--- config.mk ---
export PLATFORM = sky130hd
export DESIGN_NAME = l1_l2_req_arbiter_flat
export DESIGN_NICKNAME = d
export VERILOG_FILES = /design/src/rtl/l1_l2_req_arbiter_pkg.sv /design/src/rtl/l1_l2_req_arbiter_if.sv /design/src/rtl/l1_l2_req_arbiter_pick.sv /design/src/rtl/l1_l2_req_arbiter.sv /design/src/flat_wrapper.sv
export SDC_FILE = /design/constraint.sdc
export NUM_CORES = 1
export LEC_CHECK = 0
export CAP_MARGIN = 5
export CORE_AREA = 2 2 237 239
export CTS_BUF_LIST = sky130_fd_sc_hd__clkbuf_4 sky130_fd_sc_hd__clkbuf_8 sky130_fd_sc_hd__clkbuf_16
export CTS_CLUSTER_SIZE = 28
export DETAILED_ROUTE_END_ITERATION = 6
export DIE_AREA = 0 0 239 241
export GPL_TIMING_DRIVEN = 0
export PLACE_DENSITY = 0.33
export SLEW_MARGIN = 20
export SYNTH_ARGS = -nofsm -noshare
export SYNTH_HDL_FRONTEND = slang
export SYNTH_HIERARCHICAL = 1
export SYNTH_SLANG_ARGS = --single-unit
--- constraint.sdc ---
create_clock -name clk -period 4.4 [get_ports clk]
set_input_delay 1.32 -clock clk [delete_from_list [all_inputs] [get_ports clk]]
set_output_delay 1.32 -clock clk [all_outputs]
set_load 0.005 [all_outputs]
--- src/rtl/l1_l2_req_arbiter_pkg.sv ---
// Shared types for the L1 -> L2 request arbiter: source codes, FSM states,
// the captured transaction record and the refill line width.
package l1_l2_arb_pkg;

    typedef enum logic [1:0] {
        SRC_I = 2'd0,
        SRC_D = 2'd1,
        SRC_P = 2'd2
    } src_e;

    typedef enum logic [1:0] {
        IDLE  = 2'd0,
        ISSUE = 2'd1,
        WAIT  = 2'd2
    } state_e;

    typedef struct packed {
        src_e        src;
        logic        wr;
        logic [31:0] addr;
        logic [31:0] din;
        logic [3:0]  wstrb;
        logic [1:0]  size;
        logic        suc;
    } txn_t;

    // A refill line is 32 bits times 2^offset_width.
    function automatic int line_w(input int off_w);
        return 32 << off_w;
    endfunction

endpackage

--- src/rtl/l1_l2_req_arbiter_if.sv ---
// Bundle of the Icache, Dcache, prefetcher and L2 signals around the arbiter.
// slave = the arbiter itself; master = the surrounding L1 caches and L2.
interface l1_l2_req_arbiter_if #(parameter int LINE_W = 128);
    logic              icache_arb_req;
    logic [31:0]       addr_icache_arb;
    logic              icache_arb_SUC;
    logic              icache_arb_flush;
    logic              arb_icache_addrOK;
    logic              arb_icache_dataOK;
    logic [LINE_W-1:0] dout_arb_icache;

    logic              dcache_arb_req;
    logic              dcache_arb_wr;
    logic [31:0]       addr_dcache_arb;
    logic [31:0]       din_dcache_arb;
    logic [3:0]        dcache_arb_wstrb;
    logic [1:0]        dcache_arb_size;
    logic              dcache_arb_SUC;
    logic              arb_dcache_addrOK;
    logic              arb_dcache_dataOK;
    logic [LINE_W-1:0] dout_arb_dcache;

    logic              req_pref_arb;
    logic [31:0]       addr_pref_arb;
    logic              addrOK_arb_pref;
    logic              complete_arb_pref;

    logic              arb_l2_req;
    logic              arb_l2_wr;
    logic [1:0]        arb_l2_src;
    logic [31:0]       addr_arb_l2;
    logic [31:0]       din_arb_l2;
    logic [3:0]        arb_l2_wstrb;
    logic [1:0]        arb_l2_size;
    logic              arb_l2_SUC;
    logic              l2_arb_addrOK;
    logic              l2_arb_dataOK;
    logic [LINE_W-1:0] dout_l2_arb;

    modport slave (
        input  icache_arb_req, addr_icache_arb, icache_arb_SUC, icache_arb_flush,
        output arb_icache_addrOK, arb_icache_dataOK, dout_arb_icache,
        input  dcache_arb_req, dcache_arb_wr, addr_dcache_arb, din_dcache_arb,
        input  dcache_arb_wstrb, dcache_arb_size, dcache_arb_SUC,
        output arb_dcache_addrOK, arb_dcache_dataOK, dout_arb_dcache,
        input  req_pref_arb, addr_pref_arb,
        output addrOK_arb_pref, complete_arb_pref,
        output arb_l2_req, arb_l2_wr, arb_l2_src, addr_arb_l2, din_arb_l2,
        output arb_l2_wstrb, arb_l2_size, arb_l2_SUC,
        input  l2_arb_addrOK, l2_arb_dataOK, dout_l2_arb
    );

    modport master (
        output icache_arb_req, addr_icache_arb, icache_arb_SUC, icache_arb_flush,
        input  arb_icache_addrOK, arb_icache_dataOK, dout_arb_icache,
        output dcache_arb_req, dcache_arb_wr, addr_dcache_arb, din_dcache_arb,
        output dcache_arb_wstrb, dcache_arb_size, dcache_arb_SUC,
        input  arb_dcache_addrOK, arb_dcache_dataOK, dout_arb_dcache,
        output req_pref_arb, addr_pref_arb,
        input  addrOK_arb_pref, complete_arb_pref,
        input  arb_l2_req, arb_l2_wr, arb_l2_src, addr_arb_l2, din_arb_l2,
        input  arb_l2_wstrb, arb_l2_size, arb_l2_SUC,
        output l2_arb_addrOK, l2_arb_dataOK, dout_l2_arb
    );
endinterface

--- src/rtl/l1_l2_req_arbiter_pick.sv ---
// Priority pick D > I > P, with an anti-starvation counter that hands the
// grant to I after STARVE_LIMIT consecutive D grants taken while I waited.
module l1_l2_arb_pick
    import l1_l2_arb_pkg::*;
#(
    parameter int STARVE_LIMIT = 4
) (
    input  logic clk,
    input  logic rstn,
    input  logic grant_en,
    input  logic i_req,
    input  logic d_req,
    input  logic p_req,
    output logic grant_vld,
    output src_e grant_src
);
    localparam logic [3:0] LIMIT = 4'(STARVE_LIMIT);

    logic [3:0] starve_cnt_q;
    logic [3:0] starve_cnt_d;

    // Winner selection among the live requests.
    always_comb begin
        grant_vld = i_req | d_req | p_req;
        if (d_req && !(i_req && (starve_cnt_q == LIMIT))) begin
            grant_src = SRC_D;
        end else if (i_req) begin
            grant_src = SRC_I;
        end else begin
            grant_src = SRC_P;
        end
    end

    // Starvation count: bump on a D grant that passed over a waiting I.
    always_comb begin
        starve_cnt_d = starve_cnt_q;
        if (grant_en && grant_vld) begin
            if (grant_src == SRC_I) begin
                starve_cnt_d = 4'd0;
            end else if ((grant_src == SRC_D) && i_req && (starve_cnt_q != LIMIT)) begin
                starve_cnt_d = starve_cnt_q + 4'd1;
            end else begin
                starve_cnt_d = starve_cnt_q;
            end
        end else begin
            starve_cnt_d = starve_cnt_q;
        end
    end

    // Starvation counter register.
    always_ff @(posedge clk) begin
        if (rstn) begin
            starve_cnt_q <= 4'd0;
        end else begin
            starve_cnt_q <= starve_cnt_d;
        end
    end
endmodule

--- src/rtl/l1_l2_req_arbiter.sv ---
// Single-outstanding L1 -> L2 request arbiter. rstn is a synchronous,
// active-high reset; L2 handshakes are routed back to the owner combinationally.
module l1_l2_req_arbiter
    import l1_l2_arb_pkg::*;
#(
    parameter int L1_offset_width = 2,
    parameter int STARVE_LIMIT    = 4
) (
    input logic                clk,
    input logic                rstn,
    l1_l2_req_arbiter_if.slave bus
);
    localparam int LINE_W = line_w(L1_offset_width);

    state_e            state_q;
    state_e            state_d;
    txn_t              txn_q;
    txn_t              txn_d;
    logic              drop_q;
    logic              drop_d;
    logic              in_idle_s;
    logic              grant_vld_s;
    src_e              grant_src_s;
    logic              addr_evt_s;
    logic              data_evt_s;
    logic              i_dok_s;
    logic              d_dok_s;
    logic [LINE_W-1:0] line_s;

    assign in_idle_s = (state_q == IDLE);
    assign line_s    = bus.dout_l2_arb;

    l1_l2_arb_pick #(.STARVE_LIMIT(STARVE_LIMIT)) u_pick (
        .clk       (clk),
        .rstn      (rstn),
        .grant_en  (in_idle_s),
        .i_req     (bus.icache_arb_req),
        .d_req     (bus.dcache_arb_req),
        .p_req     (bus.req_pref_arb),
        .grant_vld (grant_vld_s),
        .grant_src (grant_src_s)
    );

    // State, captured transaction and flush-drop flag.
    always_ff @(posedge clk) begin
        if (rstn) begin
            state_q <= IDLE;
            txn_q   <= '0;
            drop_q  <= 1'b0;
        end else begin
            state_q <= state_d;
            txn_q   <= txn_d;
            drop_q  <= drop_d;
        end
    end

    // Next-state logic.
    always_comb begin
        state_d = state_q;
        case (state_q)
            IDLE:    state_d = grant_vld_s ? ISSUE : IDLE;
            ISSUE: begin
                if (bus.l2_arb_addrOK && bus.l2_arb_dataOK) begin
                    state_d = IDLE;
                end else if (bus.l2_arb_addrOK) begin
                    state_d = WAIT;
                end else begin
                    state_d = ISSUE;
                end
            end
            WAIT:    state_d = bus.l2_arb_dataOK ? IDLE : WAIT;
            default: state_d = IDLE;
        endcase
    end

    // Winner's fields are frozen at grant time; a flush of an owned I refill marks it stale.
    always_comb begin
        txn_d = txn_q;
        if (in_idle_s && grant_vld_s) begin
            case (grant_src_s)
                SRC_I:   txn_d = '{src: SRC_I, wr: 1'b0, addr: bus.addr_icache_arb, din: 32'd0,
                                   wstrb: 4'd0, size: 2'd2, suc: bus.icache_arb_SUC};
                SRC_D:   txn_d = '{src: SRC_D, wr: bus.dcache_arb_wr, addr: bus.addr_dcache_arb,
                                   din: bus.din_dcache_arb, wstrb: bus.dcache_arb_wstrb,
                                   size: bus.dcache_arb_size, suc: bus.dcache_arb_SUC};
                default: txn_d = '{src: SRC_P, wr: 1'b0, addr: bus.addr_pref_arb, din: 32'd0,
                                   wstrb: 4'd0, size: 2'd2, suc: 1'b0};
            endcase
        end else begin
            txn_d = txn_q;
        end
        if (in_idle_s) begin
            drop_d = 1'b0;
        end else if (bus.icache_arb_flush && (txn_q.src == SRC_I)) begin
            drop_d = 1'b1;
        end else begin
            drop_d = drop_q;
        end
    end

    // L2 accept / data-return events; a dataOK alongside addrOK in ISSUE completes at once.
    always_comb begin
        addr_evt_s = (state_q == ISSUE) && bus.l2_arb_addrOK;
        data_evt_s = ((state_q == ISSUE) && bus.l2_arb_addrOK && bus.l2_arb_dataOK) ||
                     ((state_q == WAIT) && bus.l2_arb_dataOK);
        i_dok_s    = data_evt_s && (txn_q.src == SRC_I) && !drop_q && !bus.icache_arb_flush;
        d_dok_s    = data_evt_s && (txn_q.src == SRC_D);
    end

    // Output drive: L2 request side plus response routing to the owner.
    always_comb begin
        bus.arb_l2_req        = (state_q == ISSUE);
        bus.arb_l2_src        = txn_q.src;
        bus.arb_l2_wr         = txn_q.wr;
        bus.addr_arb_l2       = txn_q.addr;
        bus.din_arb_l2        = txn_q.din;
        bus.arb_l2_wstrb      = txn_q.wstrb;
        bus.arb_l2_size       = txn_q.size;
        bus.arb_l2_SUC        = txn_q.suc;
        bus.arb_icache_addrOK = addr_evt_s && (txn_q.src == SRC_I);
        bus.arb_dcache_addrOK = addr_evt_s && (txn_q.src == SRC_D);
        bus.addrOK_arb_pref   = addr_evt_s && (txn_q.src == SRC_P);
        bus.arb_icache_dataOK = i_dok_s;
        bus.arb_dcache_dataOK = d_dok_s;
        bus.complete_arb_pref = data_evt_s && (txn_q.src == SRC_P);
        bus.dout_arb_icache   = i_dok_s ? line_s : '0;
        bus.dout_arb_dcache   = d_dok_s ? line_s : '0;
    end
endmodule

--- src/flat_wrapper.sv ---
// flat-port wrapper written by rule: the top's interface ports become plain ports
module l1_l2_req_arbiter_flat import l1_l2_arb_pkg::*;
#(
    parameter int L1_offset_width = 2,
    parameter int STARVE_LIMIT    = 4
)
  (clk, rstn, bus_icache_arb_req, bus_addr_icache_arb, bus_icache_arb_SUC, bus_icache_arb_flush, bus_arb_icache_addrOK, bus_arb_icache_dataOK, bus_dout_arb_icache, bus_dcache_arb_req, bus_dcache_arb_wr, bus_addr_dcache_arb, bus_din_dcache_arb, bus_dcache_arb_wstrb, bus_dcache_arb_size, bus_dcache_arb_SUC, bus_arb_dcache_addrOK, bus_arb_dcache_dataOK, bus_dout_arb_dcache, bus_req_pref_arb, bus_addr_pref_arb, bus_addrOK_arb_pref, bus_complete_arb_pref, bus_arb_l2_req, bus_arb_l2_wr, bus_arb_l2_src, bus_addr_arb_l2, bus_din_arb_l2, bus_arb_l2_wstrb, bus_arb_l2_size, bus_arb_l2_SUC, bus_l2_arb_addrOK, bus_l2_arb_dataOK, bus_dout_l2_arb);
  l1_l2_req_arbiter_if #(.LINE_W((32 << (2)))) bus_i ();
  input logic clk;
  input logic rstn;
  input wire logic [$bits(bus_i.icache_arb_req)-1:0] bus_icache_arb_req;
  input wire logic [$bits(bus_i.addr_icache_arb)-1:0] bus_addr_icache_arb;
  input wire logic [$bits(bus_i.icache_arb_SUC)-1:0] bus_icache_arb_SUC;
  input wire logic [$bits(bus_i.icache_arb_flush)-1:0] bus_icache_arb_flush;
  output wire logic [$bits(bus_i.arb_icache_addrOK)-1:0] bus_arb_icache_addrOK;
  output wire logic [$bits(bus_i.arb_icache_dataOK)-1:0] bus_arb_icache_dataOK;
  output wire logic [$bits(bus_i.dout_arb_icache)-1:0] bus_dout_arb_icache;
  input wire logic [$bits(bus_i.dcache_arb_req)-1:0] bus_dcache_arb_req;
  input wire logic [$bits(bus_i.dcache_arb_wr)-1:0] bus_dcache_arb_wr;
  input wire logic [$bits(bus_i.addr_dcache_arb)-1:0] bus_addr_dcache_arb;
  input wire logic [$bits(bus_i.din_dcache_arb)-1:0] bus_din_dcache_arb;
  input wire logic [$bits(bus_i.dcache_arb_wstrb)-1:0] bus_dcache_arb_wstrb;
  input wire logic [$bits(bus_i.dcache_arb_size)-1:0] bus_dcache_arb_size;
  input wire logic [$bits(bus_i.dcache_arb_SUC)-1:0] bus_dcache_arb_SUC;
  output wire logic [$bits(bus_i.arb_dcache_addrOK)-1:0] bus_arb_dcache_addrOK;
  output wire logic [$bits(bus_i.arb_dcache_dataOK)-1:0] bus_arb_dcache_dataOK;
  output wire logic [$bits(bus_i.dout_arb_dcache)-1:0] bus_dout_arb_dcache;
  input wire logic [$bits(bus_i.req_pref_arb)-1:0] bus_req_pref_arb;
  input wire logic [$bits(bus_i.addr_pref_arb)-1:0] bus_addr_pref_arb;
  output wire logic [$bits(bus_i.addrOK_arb_pref)-1:0] bus_addrOK_arb_pref;
  output wire logic [$bits(bus_i.complete_arb_pref)-1:0] bus_complete_arb_pref;
  output wire logic [$bits(bus_i.arb_l2_req)-1:0] bus_arb_l2_req;
  output wire logic [$bits(bus_i.arb_l2_wr)-1:0] bus_arb_l2_wr;
  output wire logic [$bits(bus_i.arb_l2_src)-1:0] bus_arb_l2_src;
  output wire logic [$bits(bus_i.addr_arb_l2)-1:0] bus_addr_arb_l2;
  output wire logic [$bits(bus_i.din_arb_l2)-1:0] bus_din_arb_l2;
  output wire logic [$bits(bus_i.arb_l2_wstrb)-1:0] bus_arb_l2_wstrb;
  output wire logic [$bits(bus_i.arb_l2_size)-1:0] bus_arb_l2_size;
  output wire logic [$bits(bus_i.arb_l2_SUC)-1:0] bus_arb_l2_SUC;
  input wire logic [$bits(bus_i.l2_arb_addrOK)-1:0] bus_l2_arb_addrOK;
  input wire logic [$bits(bus_i.l2_arb_dataOK)-1:0] bus_l2_arb_dataOK;
  input wire logic [$bits(bus_i.dout_l2_arb)-1:0] bus_dout_l2_arb;
  assign bus_i.icache_arb_req = bus_icache_arb_req;
  assign bus_i.addr_icache_arb = bus_addr_icache_arb;
  assign bus_i.icache_arb_SUC = bus_icache_arb_SUC;
  assign bus_i.icache_arb_flush = bus_icache_arb_flush;
  assign bus_arb_icache_addrOK = bus_i.arb_icache_addrOK;
  assign bus_arb_icache_dataOK = bus_i.arb_icache_dataOK;
  assign bus_dout_arb_icache = bus_i.dout_arb_icache;
  assign bus_i.dcache_arb_req = bus_dcache_arb_req;
  assign bus_i.dcache_arb_wr = bus_dcache_arb_wr;
  assign bus_i.addr_dcache_arb = bus_addr_dcache_arb;
  assign bus_i.din_dcache_arb = bus_din_dcache_arb;
  assign bus_i.dcache_arb_wstrb = bus_dcache_arb_wstrb;
  assign bus_i.dcache_arb_size = bus_dcache_arb_size;
  assign bus_i.dcache_arb_SUC = bus_dcache_arb_SUC;
  assign bus_arb_dcache_addrOK = bus_i.arb_dcache_addrOK;
  assign bus_arb_dcache_dataOK = bus_i.arb_dcache_dataOK;
  assign bus_dout_arb_dcache = bus_i.dout_arb_dcache;
  assign bus_i.req_pref_arb = bus_req_pref_arb;
  assign bus_i.addr_pref_arb = bus_addr_pref_arb;
  assign bus_addrOK_arb_pref = bus_i.addrOK_arb_pref;
  assign bus_complete_arb_pref = bus_i.complete_arb_pref;
  assign bus_arb_l2_req = bus_i.arb_l2_req;
  assign bus_arb_l2_wr = bus_i.arb_l2_wr;
  assign bus_arb_l2_src = bus_i.arb_l2_src;
  assign bus_addr_arb_l2 = bus_i.addr_arb_l2;
  assign bus_din_arb_l2 = bus_i.din_arb_l2;
  assign bus_arb_l2_wstrb = bus_i.arb_l2_wstrb;
  assign bus_arb_l2_size = bus_i.arb_l2_size;
  assign bus_arb_l2_SUC = bus_i.arb_l2_SUC;
  assign bus_i.l2_arb_addrOK = bus_l2_arb_addrOK;
  assign bus_i.l2_arb_dataOK = bus_l2_arb_dataOK;
  assign bus_i.dout_l2_arb = bus_dout_l2_arb;
  l1_l2_req_arbiter #(.L1_offset_width(L1_offset_width), .STARVE_LIMIT(STARVE_LIMIT)) u_core (.clk(clk), .rstn(rstn), .bus(bus_i));
endmodule
==> results.json, run 1 <==
{
  "crit_required_ns": 3.08,
  "tightestPinTransition_ns": 0.702,
  "yosysTopAreaCell": "dfxtp_1",
  "overflow": 0,
  "start_kind": "input pin",
  "stdcell_count": 2102,
  "final_nets": 1660,
  "grt_max_degree": 14,
  "critical_path.cell_chain": "clkdlybuf4s15_1 > or4_4 > a211oi_4 > buf_6 > buf_6 > buf_12 > buf_6 > clkbuf_16 > buf_8 > and2_4 > buf_6",
  "period_needed_ns": 4.45,
  "crit_family": "buffers and inverters",
  "drt_iter0_markers": 184,
  "vias_per_cell": 3.67,
  "root_buffer": "clkbuf_16",
  "first_pass_iters": 6,
  "synthCells": 741,
  "crit_buf_inv": 8,
  "cts_tree": "built",
  "seq_power_share": 0.340,
  "critPathArrivalTime_ns": 3.13,
  "status": "complete, but fails checks",
  "worst_slack_ns": -0.0512,
  "setup_viol": 7,
  "finalCritPeriodShare": 1.01,
  "num_io_pins": 610,
  "syn_area_um2": 5500,
  "synth_top_family_by_area": "simple AND/OR/NAND/NOR gates",
  "dieHeight_um": 241,
  "yosys-top-cells-area": "dfxtp_1, and2_1, a21oi_1, mux2_2, nand2_1",
  "clockBufferDepth": 2,
  "syn_nets": 1016,
  "path_clk_slew_ns": 0.07,
  "powerDensity_nw_per_um2": 182,
  "peakVddDrop_mv": 0.194,
  "violations": "setup timing",
  "dp.cells": 2054,
  "max_freq_mhz": 225,
  "area_delta_synth_final_pct": 140,
  "maxCapViolations": 0,
  "slew_headroom": 0.532,
  "internal_power_w": 0.00169,
  "cp_slowest_stage_delay_ns": 0.46,
  "leakage_nw": 5.79,
  "drive_gt1_frac": 0.136,
  "die_x_um": 239,
  "gp_congestion": 0.892,
  "antenna_found_initial": 19,
  "hold_class": "reg2reg",
  "ys_types": 35,
  "final_common_cell": "clkdlybuf4s50_1",
  "num_vias": 7713,
  "synthAdderAreaFrac": 0.00455,
  "crit_fanout": 6,
  "yosysTopAreaCellShare": 0.295,
  "wl_per_cell_um": 24.0,
  "yosysSeqAreaShare": 0.295,
  "synth_xor_xnor_area_share": 0,
  "numPortBuffers": 609,
  "antenna_left": 0,
  "most-common-layout-cells": "clkdlybuf4s50_1, and2_1, dfxtp_1",
  "fill_cells": 6164,
  "final_hold_viol_count": 0,
  "clock_skew_ns": 0.00968,
  "rsz0062_at_grt": "yes",
  "power.net_switching_w": 0.000718,
  "dieArea_um2": 57600,
  "core_um2": 54900,
  "endpoint_kind": "output pin",
  "start_util": 0.100,
  "crit_start": "bus_icache_arb_flush",
  "grt_usage": 0.165,
  "cts_hold_buf": 0,
  "routed_wl_um": 50500,
  "cts_buffers": 9,
  "grt_first_pass_wirelength_um": 65000,
  "path_class": "in2out",
  "report.final.slew_viol_count": 0,
  "r2r-start": "u_core/u_pick/starve_cnt_q[0]",
  "synth_compound_area_frac": 0.122,
  "clkLatencyLatePin_ns": 0.37,
  "cp_slowest_cell": "or4_4",
  "crit_path_frequent_cell": "buf_6",
  "synth_seq_cells": 81,
  "min_from": "u_core/bus.din_arb_l2[29]",
  "grt_pass1_vias": 7877,
  "p_comb_frac": 0.330,
  "row_count": 86,
  "clock-sinks": 81,
  "syn_avg_cell_area_um2": 7.42,
  "synth_warnings": 6,
  "synthMuxAreaShare": 0.0674,
  "pwr-share-clk": 0.330,
  "drc": 0,
  "h-tree-depth": 3,
  "hpwl_um": 44400,
  "yosys.area_share.simple": 0.457,
  "fin_util": 0.240,
  "swShare": 0.299
}
worst min-delay path, cell delays in order (launching register included):
cell and delay, ns:
dfxtp_1 0.31, nand2_1 0.05, a21oi_1 0.05
through the flow:
stage,setup slack [ns],area (um^2),hold WS [ns],setup TNS (ns),power [W]
final,-0.0512,13200,0.452,-0.258,0.00240
after floorplan,0.634,5500,0.448,0,0.00106
after detailed placement,-1.01,12500,0.445,-188.02,0.00163
after global routing,-0.119,13200,0.474,-1.41,0.00254
after global placement,-0.988,12500,0.439,-183.29,0.00163
after CTS,-0.204,13100,0.455,-4.86,0.00247
registers in the layout (all words and copies together) (netlist names):
signal                      count
u_core/drop_q                   1
u_core/bus.arb_l2_src           2
u_core/bus.arb_l2_wr            1
u_core/bus.arb_l2_SUC           1
u_core/state_q                  2
u_core/bus.din_arb_l2          32
u_core/u_pick/starve_cnt_q      4
u_core/bus.arb_l2_size          2
u_core/bus.addr_arb_l2         32
u_core/bus.arb_l2_wstrb         4
final cells by class:
type,instances,area (um^2),area share
tap,704,881,0.0669
multi-input combinational,588,3640,0.276
clock buffer,10,233,0.0177
antenna,9,22.5,0.00171
buffer,68,563,0.0427
inverter,3,11.3,0.000855
sequential,81,1620,0.123
timing repair buffer,634,6150,0.467
clock inverter,5,56.3,0.00427
cells by family (layout without fill, tap and decap cells):
family,after synthesis,after routing
other,0,9
buffers and inverters,72,720
AO/OA/AOI/OAI,115,115
AND/OR/NAND/NOR,438,438
flip-flops,81,81
multiplexers,33,33
adder cells (fa/ha/maj),2,2
path summary, 6_finish.rpt:
kind	to	slack, ns	cells past startpoint
max	bus_dout_arb_icache[86]	-0.05	11
min	u_core/bus.din_arb_l2[29]	0.45	2
max reg2reg	u_core/bus.addr_arb_l2[3]	1.46	9
min reg2reg	u_core/bus.din_arb_l2[29]	0.45	2
metal layers:
layer / global-route usage / vias up / part of all wire
met2: 0.318 / 375 / 0.54
met5: 0 / - / 0.00077
met3: 0.0607 / 66 / 0.087
met1: 0.159 / 3539 / 0.34
met4: 0.0657 / 6 / 0.035
li1: - / 3727 / -
synthesized netlist by cell type:
master,instances
a211o_1,1
a211oi_1,2
a211oi_2,1
a21oi_1,78
a31oi_1,1
and2_1,256
and2_2,1
and2_4,1
and4b_1,1
buf_1,4
buf_2,3
buf_4,2
clkbuf_1,49
clkbuf_2,11
dfxtp_1,81
ha_1,2
inv_1,3
mux2_2,32
mux2i_1,1
nand2_1,79
nand2b_1,35
nand3_1,39
nand3b_1,2
nand4_1,2
nand4b_1,2
nand4b_2,1
nor2_1,5
nor2b_1,2
nor3_1,3
nor3b_1,4
nor4_1,1
o211ai_1,32
or3_1,2
or3b_2,1
or4_1,1
power groups by stage:
stage | Sequential, W | Combinational, W | Clock, W
5_1_grt | 0.000824 | 0.000860 | 0.000858
3_5_place_dp | 0.000833 | 0.000794 | 0
3_3_place_gp | 0.000831 | 0.000797 | 0
6_report | 0.000817 | 0.000793 | 0.000794
2_1_floorplan | 0.000833 | 0.000225 | 0
4_1_cts | 0.000817 | 0.000814 | 0.000840
repair_timing:
action | in CTS | in global routing
setup buffers | 14 | 7
pin swaps | 4 | 0
resized for setup | 404 | 100
setup endpoints to repair | 258 | 118
cloned | 3 | 1
No activity file was read; power rests on OpenSTA's default activity.
==> inputs of run 2 (changes only) <==
--- a/config.mk
+++ b/config.mk
@@ -6,13 +6,13 @@
 export NUM_CORES = 1
 export LEC_CHECK = 0
 export CAP_MARGIN = 5
-export CORE_AREA = 2 2 237 239
+export CORE_AREA = 2 2 235 237
 export CTS_BUF_LIST = sky130_fd_sc_hd__clkbuf_4 sky130_fd_sc_hd__clkbuf_8 sky130_fd_sc_hd__clkbuf_16
 export CTS_CLUSTER_SIZE = 28
 export DETAILED_ROUTE_END_ITERATION = 6
-export DIE_AREA = 0 0 239 241
+export DIE_AREA = 0 0 237 239
 export GPL_TIMING_DRIVEN = 0
-export PLACE_DENSITY = 0.33
+export PLACE_DENSITY = 0.34
 export SLEW_MARGIN = 20
 export SYNTH_ARGS = -nofsm -noshare
 export SYNTH_HDL_FRONTEND = slang
==> constraint.sdc (replaced) <==
create_clock -name clk -period 4.8 [get_ports clk]
set_input_delay 1.44 -clock clk [delete_from_list [all_inputs] [get_ports clk]]
set_output_delay 1.44 -clock clk [all_outputs]
set_load 0.005 [all_outputs]
==> results.json, run 2 (synthesis gave the netlist of run 1 again) <==
{
  "cts_buffers": 9,
  "r2r-start": "u_core/u_pick/starve_cnt_q[0]",
  "num_vias": 7736,
  "clkLatencyLatePin_ns": 0.37,
  "maxCapViolations": 0,
  "max_freq_mhz": 212,
  "crit_fanout": 10,
  "endpoint_kind": "output pin",
  "swShare": 0.285,
  "core_um2": 54300,
  "path_clk_slew_ns": 0.07,
  "report.final.slew_viol_count": 0,
  "min_from": "u_core/bus.din_arb_l2[21]",
  "use_met2": 0.328,
  "gp_congestion": 0.869,
  "status": "complete, no violations",
  "final_common_cell": "clkdlybuf4s50_1",
  "vias_per_cell": 3.66,
  "reg2regPathDepth": 9,
  "critPathArrivalTime_ns": 3.28,
  "root_buffer": "clkbuf_16",
  "wl_per_cell_um": 23.4,
  "timing.rr.end": "u_core/bus.addr_arb_l2[3]",
  "die_x_um": 237,
  "tightestPinTransition_ns": 0.726,
  "finalCritPeriodShare": 0.983,
  "hold-path-endpoint": "u_core/bus.din_arb_l2[21]",
  "drc": 0,
  "grt_max_degree": 15,
  "clock-sinks": 81,
  "pwr-share-clk": 0.366,
  "crit_required_ns": 3.36,
  "power.net_switching_w": 0.000658,
  "antenna_found_initial": 34,
  "dp_slack_ns": -1.12,
  "period_needed_ns": 4.72,
  "drt_iter0_markers": 339,
  "clock_skew_ns": 0.00876,
  "seq_power_share": 0.323,
  "hpwl_um": 43400,
  "stdcell_count": 2112,
  "p_comb_frac": 0.311,
  "h-tree-depth": 3,
  "r2r_setup_slack_ns": 1.89,
  "slew_headroom": 0.516,
  "dp.cells": 2054,
  "internal_power_w": 0.00165,
  "antenna_left": 0,
  "cts_tree": "built",
  "cts_hold_buf": 0,
  "num_io_pins": 610,
  "met3_usage": 0.0550,
  "rsz0062_at_grt": "no",
  "hold_class": "reg2reg",
  "row_count": 86,
  "grt_first_pass_wirelength_um": 65100,
  "final_nets": 1661,
  "fin_util": 0.242,
  "routed_wl_um": 49400,
  "leakage_nw": 5.84,
  "setup_viol": 0,
  "area_delta_synth_final_pct": 140,
  "drive_gt1_frac": 0.124,
  "met1_usage": 0.161,
  "first_pass_iters": 4,
  "dieHeight_um": 239,
  "clockBufferDepth": 2,
  "peakVddDrop_mv": 0.181,
  "final_hold_viol_count": 0,
  "overflow": 0,
  "path_class": "in2out",
  "powerDensity_nw_per_um2": 176,
  "dieArea_um2": 56600,
  "numPortBuffers": 609,
  "grt_usage": 0.167,
  "hold_path_depth": 2,
  "worst_slack_ns": 0.0798,
  "grt_pass1_vias": 7871,
  "most-common-layout-cells": "clkdlybuf4s50_1, and2_1, dlygate4sd2_1",
  "start_util": 0.101,
  "start_kind": "input pin",
  "busiest_layer": "met2",
  "crit_start": "bus_icache_arb_flush"
}
-- run 2: stage by stage --
step	total power, W	hold WS, ns	setup TNS, ns	cell area (um^2)
6_report	0.00231	0.452	0	13200
5_1_grt	0.00244	0.469	0	13100
4_1_cts	0.00238	0.455	-1.38	13200
2_1_floorplan	0.000970	0.448	0	5500
3_3_place_gp	0.00148	0.439	-209.74	12500
3_5_place_dp	0.00148	0.445	-201.14	12500
-- run 2: final cells by class --
class / instances / area [um^2]
fillers: 6027 / 41200
repair buffers: 636 / 6040
multi-input cells: 588 / 3610
flip-flops and latches: 81 / 1620
well taps: 704 / 881
plain buffers: 67 / 619
clock buffers: 10 / 233
clock inverters: 6 / 115
diodes: 17 / 42.5
inverters: 3 / 11.3
-- run 2: worst max path at each step --
stage | endpoint | slack, ns
floorplan | bus_dout_arb_icache[100] | 0.79
global placement | bus_dout_arb_dcache[76] | -1.22
detailed placement | bus_dout_arb_dcache[76] | -1.12
CTS | bus_dout_arb_icache[44] | -0.14
global route | bus_dout_arb_dcache[90] | 0.02
finish | bus_dout_arb_icache[51] | 0.08
-- run 2: worst max-delay path: stages --
cell	delay (ns)
buf_2	0.11
or4_4	0.55
a211oi_4	0.21
buf_12	0.16
buf_12	0.12
buf_4	0.13
clkbuf_8	0.15
and2_1	0.12
dlygate4sd2_1	0.28
-- run 2: power groups by stage --
stage	registers (W)	clock network (W)	logic, W
2_1_floorplan	0.000763	0	0.000206
3_3_place_gp	0.000761	0	0.000722
3_5_place_dp	0.000763	0	0.000720
4_1_cts	0.000748	0.000892	0.000735
5_1_grt	0.000755	0.000906	0.000780
6_report	0.000748	0.000846	0.000719
-- run 2: metal layers --
| layer | part of all wire | up-vias |
|---|---|---|
| met3 | 0.077 | 69 |
| met5 | 0.00047 | - |
| met4 | 0.025 | 4 |
| met2 | 0.55 | 380 |
| met1 | 0.35 | 3549 |
| li1 | - | 3734 |
-- run 2: repair_timing --
item / 4_1_cts / 5_1_grt
setup endpoints to repair: 258 / 87
gates resized for setup: 410 / 107
hold endpoints to repair: 0 / 0
gates cloned: 3 / 0
buffers inserted: 16 / 8
pin swaps: 3 / 1
